[src/rtl/aes_bus_master.sv]
// aes_bus_master: drives the AES-128 peripheral bus with eight key/plaintext writes,
// a fixed encrypt wait, then four ciphertext reads with a configurable read latency.
module aes_bus_master #(
   parameter int WAIT_CYCLES  = 24,
   parameter int READ_LATENCY = 1
) (
   input  logic         iClk,
   input  logic         iReset,
   input  logic         iStart,
   input  logic [127:0] iKey,
   input  logic [127:0] iPlain,
   output logic         oBusy,
   output logic         oDone,
   output logic [127:0] oCipher,
   output logic         oChipselect_n,
   output logic         oWrite_n,
   output logic         oRead_n,
   output logic [3:0]   oAddress,
   output logic [31:0]  oWrData,
   input  logic [31:0]  iRdData
);
   typedef enum logic [1:0] {IDLE, WRITE, WAIT, READ} state_t;
   state_t          state_q, state_d;
   logic [7:0]      cnt_q, cnt_d;
   logic [7:0][31:0] data_q, data_d;
   logic [95:0]     rd_q, rd_d;
   logic [127:0]    cipher_q, cipher_d;
   logic            done_q, done_d;
   logic            cs_n_q, cs_n_d, we_n_q, we_n_d, re_n_q, re_n_d;
   logic [3:0]      addr_q, addr_d;
   logic [31:0]     wdata_q, wdata_d;

   always_ff @(posedge iClk or posedge iReset)
      if (iReset) begin
         state_q  <= IDLE;
         cnt_q    <= '0;
         data_q   <= '0;
         rd_q     <= '0;
         cipher_q <= '0;
         done_q   <= 1'b0;
         cs_n_q   <= 1'b1;
         we_n_q   <= 1'b1;
         re_n_q   <= 1'b1;
         addr_q   <= '0;
         wdata_q  <= '0;
      end else begin
         state_q  <= state_d;
         cnt_q    <= cnt_d;
         data_q   <= data_d;
         rd_q     <= rd_d;
         cipher_q <= cipher_d;
         done_q   <= done_d;
         cs_n_q   <= cs_n_d;
         we_n_q   <= we_n_d;
         re_n_q   <= re_n_d;
         addr_q   <= addr_d;
         wdata_q  <= wdata_d;
      end

   always_comb begin
      state_d  = state_q;
      cnt_d    = cnt_q;
      data_d   = data_q;
      rd_d     = rd_q;
      cipher_d = cipher_q;
      done_d   = 1'b0;
      cs_n_d   = 1'b1;
      we_n_d   = 1'b1;
      re_n_d   = 1'b1;
      addr_d   = '0;
      wdata_d  = '0;
      case (state_q)
         IDLE:
            if (iStart) begin
               data_d  = {iKey, iPlain};
               cnt_d   = '0;
               state_d = WRITE;
            end
         WRITE: begin
            cs_n_d  = 1'b0;
            we_n_d  = 1'b0;
            addr_d  = cnt_q[3:0];
            wdata_d = data_q[3'd7 - cnt_q[2:0]];
            cnt_d   = cnt_q == 8'd7 ? '0 : cnt_q + 8'd1;
            state_d = cnt_q == 8'd7 ? WAIT : WRITE;
         end
         WAIT: begin
            cnt_d   = cnt_q == 8'(WAIT_CYCLES - 1) ? '0 : cnt_q + 8'd1;
            state_d = cnt_q == 8'(WAIT_CYCLES - 1) ? READ : WAIT;
         end
         READ: begin
            cs_n_d = cnt_q >= 8'd4;
            re_n_d = cnt_q >= 8'd4;
            addr_d = cnt_q < 8'd4 ? {2'b10, cnt_q[1:0]} : 4'd0;
            cnt_d  = cnt_q + 8'd1;
            // words arrive in address order, so shifting leaves word 0 on top
            if (cnt_q == 8'(READ_LATENCY + 3)) begin
               cipher_d = {rd_q, iRdData};
               done_d   = 1'b1;
               cnt_d    = '0;
               state_d  = IDLE;
            end else if (cnt_q >= 8'(READ_LATENCY))
               rd_d = {rd_q[63:0], iRdData};
         end
         default: state_d = IDLE;
      endcase
   end

   assign oBusy         = state_q != IDLE;
   assign oDone         = done_q;
   assign oCipher       = cipher_q;
   assign oChipselect_n = cs_n_q;
   assign oWrite_n      = we_n_q;
   assign oRead_n       = re_n_q;
   assign oAddress      = addr_q;
   assign oWrData       = wdata_q;
endmodule

[config.mk]
export PLATFORM = sky130hd
export DESIGN_NAME = aes_bus_master
export DESIGN_NICKNAME = d
export VERILOG_FILES = /design/src/rtl/aes_bus_master.sv
export SDC_FILE = /design/constraint.sdc
export NUM_CORES = 1
export LEC_CHECK = 0
export BUFFER_PORTS_ARGS = -buffer_cell sky130_fd_sc_hd__buf_2
export CORE_AREA = 3 3 212 214
export CTS_CLUSTER_SIZE = 24
export DETAILED_ROUTE_END_ITERATION = 10
export DIE_AREA = 0 0 215 217
export PLACE_DENSITY = 0.73
export SYNTH_ARGS = -nofsm -noshare
export SYNTH_HDL_FRONTEND = slang
export SYNTH_SLANG_ARGS = --single-unit
[constraint.sdc]
create_clock -name iClk -period 24.6 [get_ports iClk]
set_input_delay 4.92 -clock iClk [delete_from_list [all_inputs] [get_ports iClk]]
set_output_delay 4.92 -clock iClk [all_outputs]
set_load 0.02 [all_outputs]
==> flow_results.org, run 1 <==
** CTS
- Counting every sink on the clock net gives 530.
- Cell at the root of the clock tree :: sky130_fd_sc_hd__clkbuf_16
- Once the clock tree was built, the resizer swapped 0 gates to a different size.
- TritonCTS clock tree :: yes
- H-tree level count :: 2
- Bufs on Longest Clock Path :: 3
- CTS Buf Count :: 53
- Clock latency on the worst-skew pair :: 0.60 ns
- Clk pin slew, worst setup/hold paths :: 0.06 ns
- Number of post-CTS setup repair buffers :: 0
- After clock tree synthesis, the flow added hold-fix buffers numbering 0.

** Routing
- In the routed design, unresolved DRC markers number 0.
- Sum of routed wire length over all layers :: 49500 um
- Initial DRC count :: 863
- Dividing the detail-routed wire length by the instance count gives 20.7 um.
- Drt pass-1 iters :: 4
- Total vias in the final route :: 12600
- After detailed routing, the number of vias per cell comes to 5.29.
- Remaining antenna violation count :: 0

** Critical path
- For this design, the slowest cell found on the critical path is sky130_fd_sc_hd__buf_4.
- The signal on the critical path passes through buf_2 > and2_4 > buf_4 > buf_4 > mux2_2.
- Maximum fanout encountered on the critical timing path :: 84
- Counting stages on the worst path, the most repeated cell is sky130_fd_sc_hd__buf_4.
- Cell family contributing the most delay on the critical path :: buffers and inverters
- STA puts the critical path data arrival time at 7.86 ns.
- Startpoint types :: input port
- STA classifies the critical path endpoint as a register.
- Together, buffers and inverters on the worst path number 3.
- For the worst flop-to-flop path, the logic depth is 5.
- Reg-to-reg startpoint :: state_q[0]$_DFFE_PP0P_
- Number of logic stages on the critical path including buffering :: 5
- Capture instance of the worst register-to-register path :: data_q[177]$_DFFE_PP0P_
- CP max stage delay :: 0.93 ns
- Critical path type :: input port to register
- For the worst setup path, the data required time is 25.07 ns.
- The worst register-to-register path has a setup slack of 20.51 ns.

** STA
- For this run, the top clock speed supported by timing is 135 MHz.
- The total count of hold-check failures in the final report was 0.
- Subtracting the final worst setup slack from the clock period gives 7.40 ns.
- Setup Total Neg Slack :: 0 ns
- Setup slack on the critical path of the routed design comes to 17.20 ns.
- Across the routed clock network, the largest skew measured is 0.0207 ns.
- Setup repair after global routing left no endpoint under its margin.
- Hold_ws :: 0.482 ns
- Worst-case headroom to the max-slew limit :: 23.1%
- Setup violations remaining at the end of the flow were counted as 0.
- Fin crit share :: 30.1%
- Transition time at the pin with the least slew margin :: 1.15 ns
- The number of pins exceeding their max-slew limit in the final report was 0.

** Synthesis
- Leading cell type by number of instances after synthesis :: sky130_fd_sc_hd__dfrtp_1
- The synthesized netlist occupies a cell area of 21500 um2.
- By area the synthesized netlist is led by sky130_fd_sc_hd__dfrtp_1 (61%), sky130_fd_sc_hd__mux2_2 (25%), sky130_fd_sc_hd__mux4_2 (6.7%).
- Synthesis instantiated 37 different standard cells from the library.
- Of all flip-flops after synthesis, the portion carrying an async set or reset was 100%.
- Number of enable-type register cells in the synthesized netlist :: 0
- The average instance in the mapped netlist occupies 16.5 um2.
- After synthesis the netlist holds a flip-flop and latch count of 530.
- Share of synthesized area occupied by flip-flops and latches :: 61.7%
- Cell taking the most area after synthesis :: sky130_fd_sc_hd__dfrtp_1
- Top flip-flop cell by instance count after synthesis :: sky130_fd_sc_hd__dfrtp_1
- Synthesis Warnings :: 0
- Top cell types by occurrence after synthesis :: sky130_fd_sc_hd__dfrtp_1 (527), sky130_fd_sc_hd__mux2_2 (475), sky130_fd_sc_hd__mux4_2 (64)
- Post-synthesis instance total :: 1299
- Counting every net in the synthesized netlist gives 1594.
- The synthesized design devotes to its leading area cell type 61.4% of total area.

** Floorplanning
- The die is 215 um wide.
- The floorplan step set the die height to 217 um.
- The floorplan has 76 rows.
- For this configuration, the core starts out at a cell density of 49.9%.
- Floorplan core area :: 43100 um2
- Die outline area :: 46700 um2
- 460 I/O pins were placed.

** Final layout
- Finished Layout Cells :: 2387
- Final #Nets :: 2039
- Share of cells above drive strength 1 :: 61.9%
- Synthesis-to-layout area growth :: 21.0%
- Count of filler cells inserted in the layout :: 3284

** Global route
- Entering global routing, the biggest net connects 163 pins.
- Antenna violations before repair :: 29
- The total overflow left after global routing is 0.
- The via count of the first global-routing pass came to 13500.
- The first global-routing pass estimated 77200 um of wire.
- For this run, the total global-route usage over all layers was measured as 21.1%.

** Placed design
- Port buffering added 459 buffers.
- Placed insts :: 2274
- Routability-driven placement finished with a final weighted congestion of 0.798.
- Dpl hpwl :: 34000 um
- Prior to clock tree synthesis, the placed netlist has a worst setup slack of 16.58 ns.

** Power and ir drop
- Standby leakage power :: 0.0121 uW
- For this design the ratio of total power to cell area is 141 nW/um2.
- Maximum ir drop on the vdd rail :: 83.0 uV

** Run
- Max-Cap Viols :: 0

** Status
- Status :: completed

** Min path
- The startpoint identified for the worst hold timing path is rd_q[68]$_DFFE_PP0P_.
- Worst min-delay path category :: register to register
- For hold timing, the worst endpoint is rd_q[68]$_DFFE_PP0P_.
- Along the worst hold path, the cell count comes to 1.
==> area by class of cell <==
type	count	area (um2)	area share [%]
antenna	14	35.0	0.135
clock buffer	86	1640	6.32
clock inverter	13	130	0.500
inverter	7	33.8	0.130
multi-input combinational	680	7750	29.8
sequential	530	13300	51.1
tap	585	732	2.81
timing repair buffer	472	2410	9.26
==> sequential cells by signal, indices dropped and copies added (netlist names), named ones only <==
name and count:
cnt_q 8, state_q 1, oWrData 32, rd_q 96
oRead_n 1, oChipselect_n 1, oAddress 4, oWrite_n 1
oDone 1, oCipher 128, data_q 256
==> worst max path at each step <==
stage	start	end	slack [ns]
6_report	iStart	data_q[177]$_DFFE_PP0P_	17.20
5_1_grt	iReset	cnt_q[1]$_DFFE_PP0P_	16.87
4_1_cts	iStart	data_q[156]$_DFFE_PP0P_	17.19
3_5_place_dp	iStart	data_q[156]$_DFFE_PP0P_	16.58
3_3_place_gp	iStart	data_q[18]$_DFFE_PP0P_	16.61
2_1_floorplan	iReset	async pin	4.87
==> power breakdown <==
part / switching [uW] / leakage [uW] / internal, uW
Sequential: 251 / 0.00649 / 1300
Clock: 332 / 0.000866 / 477
Combinational: 594 / 0.00478 / 704
Total: 1180 / 0.0121 / 2480
==> worst reg2reg max path, stage by stage (launching register included) <==
cell and delay [ns]:
sky130_fd_sc_hd__dfrtp_1 0.51, sky130_fd_sc_hd__nor2_1 0.53, sky130_fd_sc_hd__and2_4 0.74, sky130_fd_sc_hd__buf_4 0.79, sky130_fd_sc_hd__buf_4 0.93, sky130_fd_sc_hd__mux2_2 0.47
==> through the flow <==
step	instance area, um2	util (%)	power (uW)
after global placement	24200	56.2	2830
after detailed placement	24200	56.2	2880
after CTS	26000	60.3	3710
final	26000	60.4	3660
after global routing	26000	60.3	3880
after floorplan	21500	-	2510
==> logic make-up (layout without fill, tap and decap cells) <==
group | count (synthesis) | in the layout | synth area share [%]
DFF | 530 | 530 | 61.7
xor gates and xnor gates | 1 | 1 | 0.0408
muxes | 576 | 576 | 33.4
AOI/OAI and AO/OA | 27 | 27 | 0.821
other | 0 | 14 | 0
and+or+nand+nor | 72 | 72 | 1.54
adders and majority gates | 4 | 4 | 0.233
buffers and inverters | 89 | 578 | 2.27
==> metal layers <==
layer / up-vias / part of all wire, % / GRT usage, %
li1: 5627 / - / -
met1: 6487 / 42 / 27.6
met2: 384 / 47 / 33.9
met3: 108 / 8.1 / 7.09
met4: 30 / 2.4 / 6.19
met5: - / 0.38 / 0
==> cells in the final DEF (no fill, tap or decap), types with 8 or more instances in the layout <==
master and count:
sky130_fd_sc_hd__dfrtp_1 524, sky130_fd_sc_hd__mux2_2 475, sky130_fd_sc_hd__buf_2 459, sky130_fd_sc_hd__mux4_2 64, sky130_fd_sc_hd__clkbuf_16 55, sky130_fd_sc_hd__nor2_1 41
sky130_fd_sc_hd__mux2i_1 32, sky130_fd_sc_hd__clkbuf_1 16, sky130_fd_sc_hd__clkbuf_8 15, sky130_fd_sc_hd__diode_2 14, sky130_fd_sc_hd__buf_4 12, sky130_fd_sc_hd__o21ai_0 10
sky130_fd_sc_hd__nand2_1 8
Power figures use the tool's default switching activity.
==> run 2, diff against run 1 <==
--- a/config.mk
+++ b/config.mk
@@ -6,11 +6,11 @@
 export NUM_CORES = 1
 export LEC_CHECK = 0
 export BUFFER_PORTS_ARGS = -buffer_cell sky130_fd_sc_hd__buf_2
-export CORE_AREA = 3 3 212 214
+export CORE_AREA = 3 3 214 216
 export CTS_CLUSTER_SIZE = 24
 export DETAILED_ROUTE_END_ITERATION = 10
-export DIE_AREA = 0 0 215 217
-export PLACE_DENSITY = 0.73
+export DIE_AREA = 0 0 217 219
+export PLACE_DENSITY = 0.75
 export SYNTH_ARGS = -nofsm -noshare
 export SYNTH_HDL_FRONTEND = slang
 export SYNTH_SLANG_ARGS = --single-unit
==> constraint.sdc (replaced) <==
create_clock -name iClk -period 6.8 [get_ports iClk]
set_input_delay 1.36 -clock iClk [delete_from_list [all_inputs] [get_ports iClk]]
set_output_delay 1.36 -clock iClk [all_outputs]
set_load 0.02 [all_outputs]
==> run 2 against run 1 <==
Compared with the run above: clock-buffer cell count shrank 1; largest power group unchanged; first-iteration DRC count fell by 19%; via count rose by 0.13%; core utilization down 1.1 points; global-route usage down 0.88 points; worst hold slack improved by 0.0021 ns; power grew to 3.7 times the previous value; register-to-register slack got worse by 17 ns; highest routed layer unchanged; largest cell class unchanged; cell area rose by 0.60%.
==> flow_results.org, run 2 (synthesized netlist as in run 1, its figures left out) <==
** Routing
- The final routed wire length divided by cell count is 20.2 um (was 20.7 um).
- Drt pass-1 iters :: 4 (unchanged)
- Sum of routed wire length over all layers :: 48300 um (was 49500 um)
- Final routed DRC violation total :: 0 (unchanged)
- The via total after detailed routing came to 12700 (was 12600).
- The via density per instance came to 5.29 (about the same).
- Remaining antenna violation count :: 0 (unchanged)
- The initial DRC count was 699 (was 863).

** STA
- Worst-case clock skew :: 0.0218 ns (was 0.0207 ns)
- Setup repair after global routing missed its margin :: false (unchanged)
- The relative slew slack is 30.3% (was 23.1%).
- Hold_ws :: 0.484 ns (was 0.482 ns)
- Fin crit share :: 53.0%
- Transition time at the pin with the least slew margin :: 1.05 ns (was 1.15 ns)
- Counting I/O delays and the setup requirement, the final critical path takes 3.61 ns.
- Slew Limit Fails :: 0 (unchanged)
- The final setup violation count came to 0 (unchanged).
- The total count of hold-check failures in the final report was 0 (unchanged).
- Highest clock rate :: 277 MHz

** Final layout
- The non-filler instance count after layout is 2393 (was 2387).
- Most frequent cells in the layout :: sky130_fd_sc_hd__dfrtp_1 (524), sky130_fd_sc_hd__mux2_2 (475), sky130_fd_sc_hd__buf_2 (459) (unchanged)
- Share of cells above drive strength 1 :: 61.9% (unchanged)
- The final net count was 2040 (was 2039).
- Count of filler cells inserted in the layout :: 3470 (was 3284)
- Most common cell after layout, fill and taps aside :: sky130_fd_sc_hd__dfrtp_1 (unchanged)
- The end-of-flow core utilization is 59.3% (was 60.4%).
- The area growth from synthesis to layout was 21.7% (was 21.0%).
- Max FFs per register :: 256 (unchanged)
- The top register by number of flip-flops was data_q (unchanged).

** CTS
- TritonCTS clock tree :: yes (unchanged)
- The clock insertion delay at the later pin of the skew report was 0.59 ns (was 0.60 ns).
- CTS resizes :: 0 (unchanged)
- The total of hold buffers inserted after clock tree synthesis came to 0 (unchanged).
- Bufs on Longest Clock Path :: 3 (unchanged)
- H-tree level count :: 2 (unchanged)
- Cell at the root of the clock tree :: sky130_fd_sc_hd__clkbuf_16 (unchanged)
- The total CTS buffers came to 54 (was 53).
- Number of post-CTS setup repair buffers :: 0 (unchanged)
- Clk pin slew, worst setup/hold paths :: 0.06 ns (about the same)
- The number of clock sinks came to 530 (unchanged).

** Critical path
- The count of buffering cells on the critical path with inverters included was 3 (unchanged).
- Startpoint types :: register (was input port)
- Cell family contributing the most delay on the critical path :: buffers and inverters (unchanged)
- The maximum single-stage delay on the critical path was 0.82 ns (was 0.93 ns).
- Worst-path cell chain :: inv_1 > ha_1 > nand2_1 > o21ai_0 > a21oi_4 > buf_4 > buf_4 > mux2_2 (was buf_2 > and2_4 > buf_4 > buf_4 > mux2_2)
- The setup slack on the worst flop-to-flop path is 3.19 ns (was 20.51 ns).
- Critical path type :: register to register (was input port to register)
- Reg-to-reg startpoint :: cnt_q[0]$_DFFE_PP0P_ (was state_q[0]$_DFFE_PP0P_)
- The critical-path cell with the highest stage delay is sky130_fd_sc_hd__dfrtp_4 (was sky130_fd_sc_hd__buf_4).
- Required time at the endpoint of the critical path :: 7.25 ns (was 25.07 ns)
- The sort of element at the end of the critical path was a register (unchanged).
- Maximum fanout encountered on the critical timing path :: 68 (was 84)
- CP arrival :: 4.06 ns (was 7.86 ns)
- CP dominant cell by count :: sky130_fd_sc_hd__buf_4 (unchanged)
- The launch point of the critical path was cnt_q[0]$_DFFE_PP0P_ (was iStart).

** Global route
- The global-route layer with the greatest usage is met2 (unchanged).
- The maximum number of pins on one net before global-route repair came to 168 (was 163).
- Met2 demand-to-capacity share in global routing :: 33.4% (was 33.9%)
- Final global-route overflow total :: 0 (unchanged)
- Wire length of the first global-routing pass :: 75400 um (was 77200 um)
- The initial antenna violation count is 26 (was 29).
- Via count of the first global-routing pass :: 13400 (was 13500)
- The met3 usage in global routing was 7.98% (was 7.09%).
- The met1 routing resource usage after global routing was 25.1% (was 27.6%).
- The aggregate global-route resource usage is 20.2% (was 21.1%).

** Status
- Status: completed (unchanged).

** Run
- The max capacitance violation total is 0 (unchanged).

** Placed design
- Number of buffer cells added on primary ports :: 459 (unchanged)
- The instance count after placement with tap cells included is 2281 (was 2274).
- Dpl hpwl :: 33000 um (was 34000 um)
- Placer congestion estimate :: 0.820 (was 0.798)

** Floorplanning
- The horizontal extent of the die came to 217 um (was 215 um).
- # rows :: 77 (was 76)
- The count of boundary I/O pins was 460 (unchanged).
- The floorplan die height came to 219 um (was 217 um).
- The core footprint is 44100 um2 (was 43100 um2).
- Starting density of the core :: 48.7% (was 49.9%)
- Die outline area :: 47500 um2 (was 46700 um2)

** Power and ir drop
- Maximum ir drop on the vdd rail :: 283 uV (was 83.0 uV)
- Total power divided by cell area :: 512 nW/um2 (was 141 nW/um2)
- The leakage power of the design was 0.0122 uW (was 0.0121 uW).

** Min path
- Worst min-delay path category :: register to register (unchanged)
- The start point of the worst hold path was rd_q[64]$_DFFE_PP0P_ (was rd_q[68]$_DFFE_PP0P_).
## run 2: changes by cell type in the layout (fill, tap and decap cells not counted), sizes merged
cell,previous run,this run
diode,14,13
inv,9,7
bufinv,2,6
clkbuf,86,85
clkinvlp,3,2
## run 2: final timing paths
| check | endpoint | depth (start not counted) |
|---|---|---|
| worst max-delay path | rd_q[33]$_DFFE_PP0P_ | 8 |
| worst min-delay path | rd_q[64]$_DFFE_PP0P_ | 1 |
| worst max register to register | rd_q[33]$_DFFE_PP0P_ | 8 |
| worst min register to register | rd_q[64]$_DFFE_PP0P_ | 1 |
| max in group asynchronous | cnt_q[0]$_DFFE_PP0P_ | 3 |
| min in group asynchronous | oCipher[126]$_DFFE_PP0P_ | 2 |
## run 2: where the power goes
part	switching (uW)	total (uW)	internal, uW
combinational	2150	4710	2560
sequential	879	5590	4710
clock	1200	3090	1890
total	4230	13400	9150
## run 2: cell type report
class	instances	area, um2	area share, %
Tap cell	592	741	2.83
Inverter	7	30.0	0.115
Sequential cell	530	13300	50.7
Antenna cell	13	32.5	0.124
Clock inverter	14	226	0.866
Clock buffer	85	1650	6.31
Timing Repair Buffer	472	2460	9.39
Multi-Input combinational cell	680	7750	29.6
## run 2: per-stage QoR
stage	power [uW]	area, um2	setup WS (ns)	TNS [ns]
after global routing	14200	26100	2.90	0
after detailed placement	10400	24200	3.17	0
after floorplan	9070	21500	-1.76	-928.39
after CTS	13500	26100	3.14	0
final	13400	26200	3.19	0
after global placement	10200	24200	3.21	0
## run 2: layer usage
metal  up-vias  share of wire, %
li1       5633                 -
met1      6502                40
met2       382                49
met3       108               8.8
met4        28               2.2
met5         -              0.35
==> run 3, diff against run 2 <==
--- a/config.mk
+++ b/config.mk
@@ -5,12 +5,13 @@
 export SDC_FILE = /design/constraint.sdc
 export NUM_CORES = 1
 export LEC_CHECK = 0
+export ABC_AREA = 1
 export BUFFER_PORTS_ARGS = -buffer_cell sky130_fd_sc_hd__buf_2
 export CORE_AREA = 3 3 214 216
 export CTS_CLUSTER_SIZE = 24
 export DETAILED_ROUTE_END_ITERATION = 10
 export DIE_AREA = 0 0 217 219
-export PLACE_DENSITY = 0.75
+export PLACE_DENSITY = 0.74
 export SYNTH_ARGS = -nofsm -noshare
 export SYNTH_HDL_FRONTEND = slang
 export SYNTH_SLANG_ARGS = --single-unit
==> constraint.sdc (replaced) <==
create_clock -name iClk -period 3.45 [get_ports iClk]
set_input_delay 0.69 -clock iClk [delete_from_list [all_inputs] [get_ports iClk]]
set_output_delay 0.69 -clock iClk [all_outputs]
set_load 0.02 [all_outputs]
==> run 3 against run 2 <==
Compared with the run above: sequential share of layout area shrank 1.2 points; cell area grew 2.5%; first-iteration DRC count grew 120%; worst hold slack lost 0.37 ns; clock power grew 100%; sequential power grew 88%; sequential cell count is the same; clock-buffer cell count shrank 10; cell count grew 38%; largest cell class unchanged.
==> flow_results.org, run 3 <==
** Status
- Status: completed (unchanged).

** Critical path
- Startpoint types :: register (unchanged)
- The maximum single-stage delay on the critical path is 0.51 ns (was 0.82 ns).
- The setup slack on the worst flop-to-flop path was 0.92 ns (was 3.19 ns).
- Slowest cell on the critical path :: sky130_fd_sc_hd__clkinv_2 (was sky130_fd_sc_hd__dfrtp_4)
- The most frequent cell on the critical path is sky130_fd_sc_hd__nand2_1 (was sky130_fd_sc_hd__buf_4).
- Capture instance of the worst register-to-register path :: oCipher[1]$_DFFE_PP0P_ (was rd_q[33]$_DFFE_PP0P_)
- Maximum fanout encountered on the critical timing path :: 45 (was 68)
- Worst-path cell chain: inv_1 > ha_1 > nand3_1 > nor2_1 > nand2_4 > clkinv_2 > buf_12 > nand2_1 > nand2_1 (was inv_1 > ha_1 > nand2_1 > o21ai_0 > a21oi_4 > buf_4 > buf_4 > mux2_2).
- The critical path arrival was 3.05 ns (was 4.06 ns).
- The worst-case reg-to-reg path depth came to 9 (was 8).
- Reg-to-reg startpoint :: cnt_q[1]$_DFFE_PP0P_ (was cnt_q[0]$_DFFE_PP0P_)
- Critical path type :: register to register (unchanged)
- The critical path required time is 3.97 ns (was 7.25 ns).
- Setup crit end kind :: register (unchanged)

** Synthesis
- Top flip-flop cell by instance count after synthesis :: sky130_fd_sc_hd__dfrtp_1 (unchanged)
- Mean Syn Cell Area :: 9.77 um2 (was 16.5 um2)
- Number of register bits inferred by synthesis :: 530 (unchanged)
- The number of synthesized flops with an enable pin is 0 (unchanged).
- The post-synthesis instance area is 22000 um2 (was 21500 um2).
- The post-synthesis async set-or-reset flop share is 100% (unchanged).
- Leading cell type by number of instances after synthesis :: sky130_fd_sc_hd__nand2_1 (was sky130_fd_sc_hd__dfrtp_1)
- Synthesized netlist net count :: 2547 (was 1594)
- Yosys top cell area share :: 59.9% (was 61.4%)
- Dominant cells by area after synthesis :: sky130_fd_sc_hd__dfrtp_1 (60%), sky130_fd_sc_hd__nand2_1 (12%), sky130_fd_sc_hd__mux2_2 (9.9%) (was sky130_fd_sc_hd__dfrtp_1 (61%), sky130_fd_sc_hd__mux2_2 (25%), sky130_fd_sc_hd__mux4_2 (6.7%))
- Top cell types by occurrence after synthesis: sky130_fd_sc_hd__nand2_1 (701), sky130_fd_sc_hd__dfrtp_1 (527), sky130_fd_sc_hd__o21ai_0 (196) (was sky130_fd_sc_hd__dfrtp_1 (527), sky130_fd_sc_hd__mux2_2 (475), sky130_fd_sc_hd__mux4_2 (64)).
- The count of yosys warnings during synthesis was 0 (unchanged).
- The post-synthesis instance total was 2252 (was 1299).
- The sequential share of the synthesized area came to 60.3% (was 61.7%).
- The cell type with the largest total area after synthesis is sky130_fd_sc_hd__dfrtp_1 (unchanged).
- Distinct cells, synth :: 25 (was 37)

** STA
- The final setup skew was 0.0340 ns (was 0.0218 ns).
- The post-layout minimum cycle time was 2.53 ns (was 3.61 ns).
- Highest clock rate :: 395 MHz (was 277 MHz)
- Fin. Hold Viols :: 0 (unchanged)
- Count of endpoints failing setup in the final report :: 0 (unchanged)
- The final worst slack came to 0.920 ns (was 3.19 ns).
- Hold_ws :: 0.117 ns (was 0.484 ns)
- The share of the cycle needed by the critical path after routing was 73.3% (was 53.0%).
- Setup Total Neg Slack :: 0 ns (unchanged)
- Transition time at the pin with the least slew margin :: 1.05 ns (about the same)
- Setup repair after global routing missed its margin: false (unchanged).
- Worst-case headroom to the max-slew limit :: 30.2% (was 30.3%)
- Slew Limit Fails :: 0 (unchanged)

** Floorplanning
- Number of I/O pins :: 460 (unchanged)
- Die outline area :: 47500 um2 (unchanged)
- Floorplan die width :: 217 um (unchanged)
- Y dimension of the die :: 219 um (unchanged)
- The total number of placement rows was 77 (unchanged).
- Floorplan core area :: 44100 um2 (unchanged)
- Starting density of the core :: 49.9% (was 48.7%)

** Final layout
- Max FFs per register :: 256 (unchanged)
- The final net count was 2958 (was 2040).
- The most frequent standard cell in the layout excluding fill and tap cells is sky130_fd_sc_hd__nand2_1 (was sky130_fd_sc_hd__dfrtp_1).
- Share of cells above drive strength 1 :: 29.7% (was 61.9%)
- The non-filler instance count after layout is 3312 (was 2393).
- The end-of-flow core utilization came to 60.7% (was 59.3%).
- Most frequent cells in the layout :: sky130_fd_sc_hd__nand2_1 (699), sky130_fd_sc_hd__dfrtp_1 (525), sky130_fd_sc_hd__buf_2 (459) (was sky130_fd_sc_hd__dfrtp_1 (524), sky130_fd_sc_hd__mux2_2 (475), sky130_fd_sc_hd__buf_2 (459))
- Synthesis-to-layout area growth :: 21.8% (was 21.7%)
- The top register by number of flip-flops is data_q (unchanged).
- The number of fill cells in the layout was 3732 (was 3470).

** Global route
- The maximum number of pins on one net before global-route repair came to 130 (was 168).
- The via count of the first global-routing pass came to 17700 (was 13400).
- Antenna violations before repair :: 27 (was 26)
- Final global-route overflow total :: 0 (unchanged)
- Wire length of the first global-routing pass :: 97400 um (was 75400 um)
- Total track usage :: 26.1% (was 20.2%)

** Power and ir drop
- Total power divided by cell area :: 971 nW/um2 (was 512 nW/um2)
- Standby leakage power :: 0.0138 uW (was 0.0122 uW)
- Maximum ir drop on the vdd rail :: 823 uV (was 283 uV)

** CTS
- The post-cts gate resize count was 0 (unchanged).
- The TritonCTS clock tree is yes (unchanged).
- The H-tree depth came to 2 (unchanged).
- The total of hold buffers inserted after clock tree synthesis was 0 (unchanged).
- Number of post-CTS setup repair buffers :: 0 (unchanged)
- The clock transition time at the flip-flop clock pins of the worst setup and hold paths came to 0.06 ns (about the same).
- The number of buffers on the longest clock path came to 3 (unchanged).
- CTS sink cnt :: 530 (unchanged)
- Clock latency on the worst-skew pair :: 0.61 ns (was 0.59 ns)
- The total CTS buffers is 54 (unchanged).
- The clock root buffer was sky130_fd_sc_hd__clkbuf_16 (unchanged).

** Placed design
- Number of buffer cells added on primary ports :: 459 (unchanged)
- The last weighted congestion value of the routability-driven placer came to 0.895 (was 0.820).
- Dpl hpwl :: 43400 um (was 33000 um)
- Placed insts :: 3199 (was 2281)
- Dpl ws :: 0.950 ns (was 3.17 ns)

** Routing
- The initial DRC count came to 1555 (was 699).
- Average detailed-routed wire length per instance :: 19.0 um (was 20.2 um)
- Sum of routed wire length over all layers :: 63000 um (was 48300 um)
- Remaining antenna violation count :: 0 (unchanged)
- The DRC violation count after routing was 0 (unchanged).
- Vias per std cell :: 5.32 (was 5.29)
- Total vias in the final route :: 17600 (was 12700)
- The number of iterations in the first detailed-routing pass came to 7 (was 4).

** Min path
- The path class of the lowest-slack min-delay path is input port to async pin (was register to register).

** Run
- Max-Cap Viols :: 0 (unchanged)
-- run 3: critical path: cells and delay by family (launching register included) --
kind,cells,cell delay [ns]
flip-flops,1,0.48
adder cells (fa/ha/maj),1,0.18
AND/OR/NAND/NOR,5,0.78
buffers and inverters,3,0.98
-- run 3: logic make-up after synthesis --
group | Yosys count | share of synthesized area (%)
DFF | 530 | 60.3
muxes | 194 | 9.93
buffers and inverters | 227 | 4.63
adders and majority gates | 4 | 0.228
and+or+nand+nor | 970 | 17.4
AOI/OAI and AO/OA | 327 | 7.48
-- run 3: where the power goes --
part	switching [uW]	internal, uW
sequential	1510	9020
clock	2470	3770
combinational	5910	3370
total	9880	16200
-- run 3: layer usage --
metal	share of wire (%)	global-route usage (%)
met5	0.25	0
met1	38	31.8
met2	49	44.1
met3	8.4	7.45
met4	4.0	9.96
-- run 3: through the flow --
step / total power [uW] / instance area [um2]
6_report: 26000 / 26800
5_1_grt: 27800 / 26800
4_1_cts: 26200 / 26800
3_5_place_dp: 19900 / 24800
3_3_place_gp: 19500 / 24800
2_1_floorplan: 16700 / 22000
-- run 3: worst max-delay path by stage --
| stage | from | endpoint | slack, ns |
|---|---|---|---|
| after CTS | cnt_q[1]$_DFFE_PP0P_ | oCipher[27]$_DFFE_PP0P_ | 0.93 |
| after floorplan | iReset | async pin | -4.44 |
| after global routing | cnt_q[1]$_DFFE_PP0P_ | oCipher[1]$_DFFE_PP0P_ | 0.73 |
| after detailed placement | cnt_q[1]$_DFFE_PP0P_ | oCipher[16]$_DFFE_PP0P_ | 0.95 |
| final | cnt_q[1]$_DFFE_PP0P_ | oCipher[1]$_DFFE_PP0P_ | 0.92 |
| after global placement | cnt_q[1]$_DFFE_PP0P_ | cnt_q[2]$_DFFE_PP0P_ | 1.07 |
-- run 3: cell type report --
| cell class | instances | area [um2] | share of cell area, % |
|---|---|---|---|
| clock buffer | 75 | 1560 | 5.83 |
| inverter | 85 | 324 | 1.21 |
| antenna | 12 | 30.0 | 0.112 |
| tap | 592 | 741 | 2.76 |
| sequential | 530 | 13300 | 49.5 |
| multi-input combinational | 1495 | 7740 | 28.9 |
| clock inverter | 26 | 365 | 1.36 |
| timing repair buffer | 497 | 2770 | 10.3 |
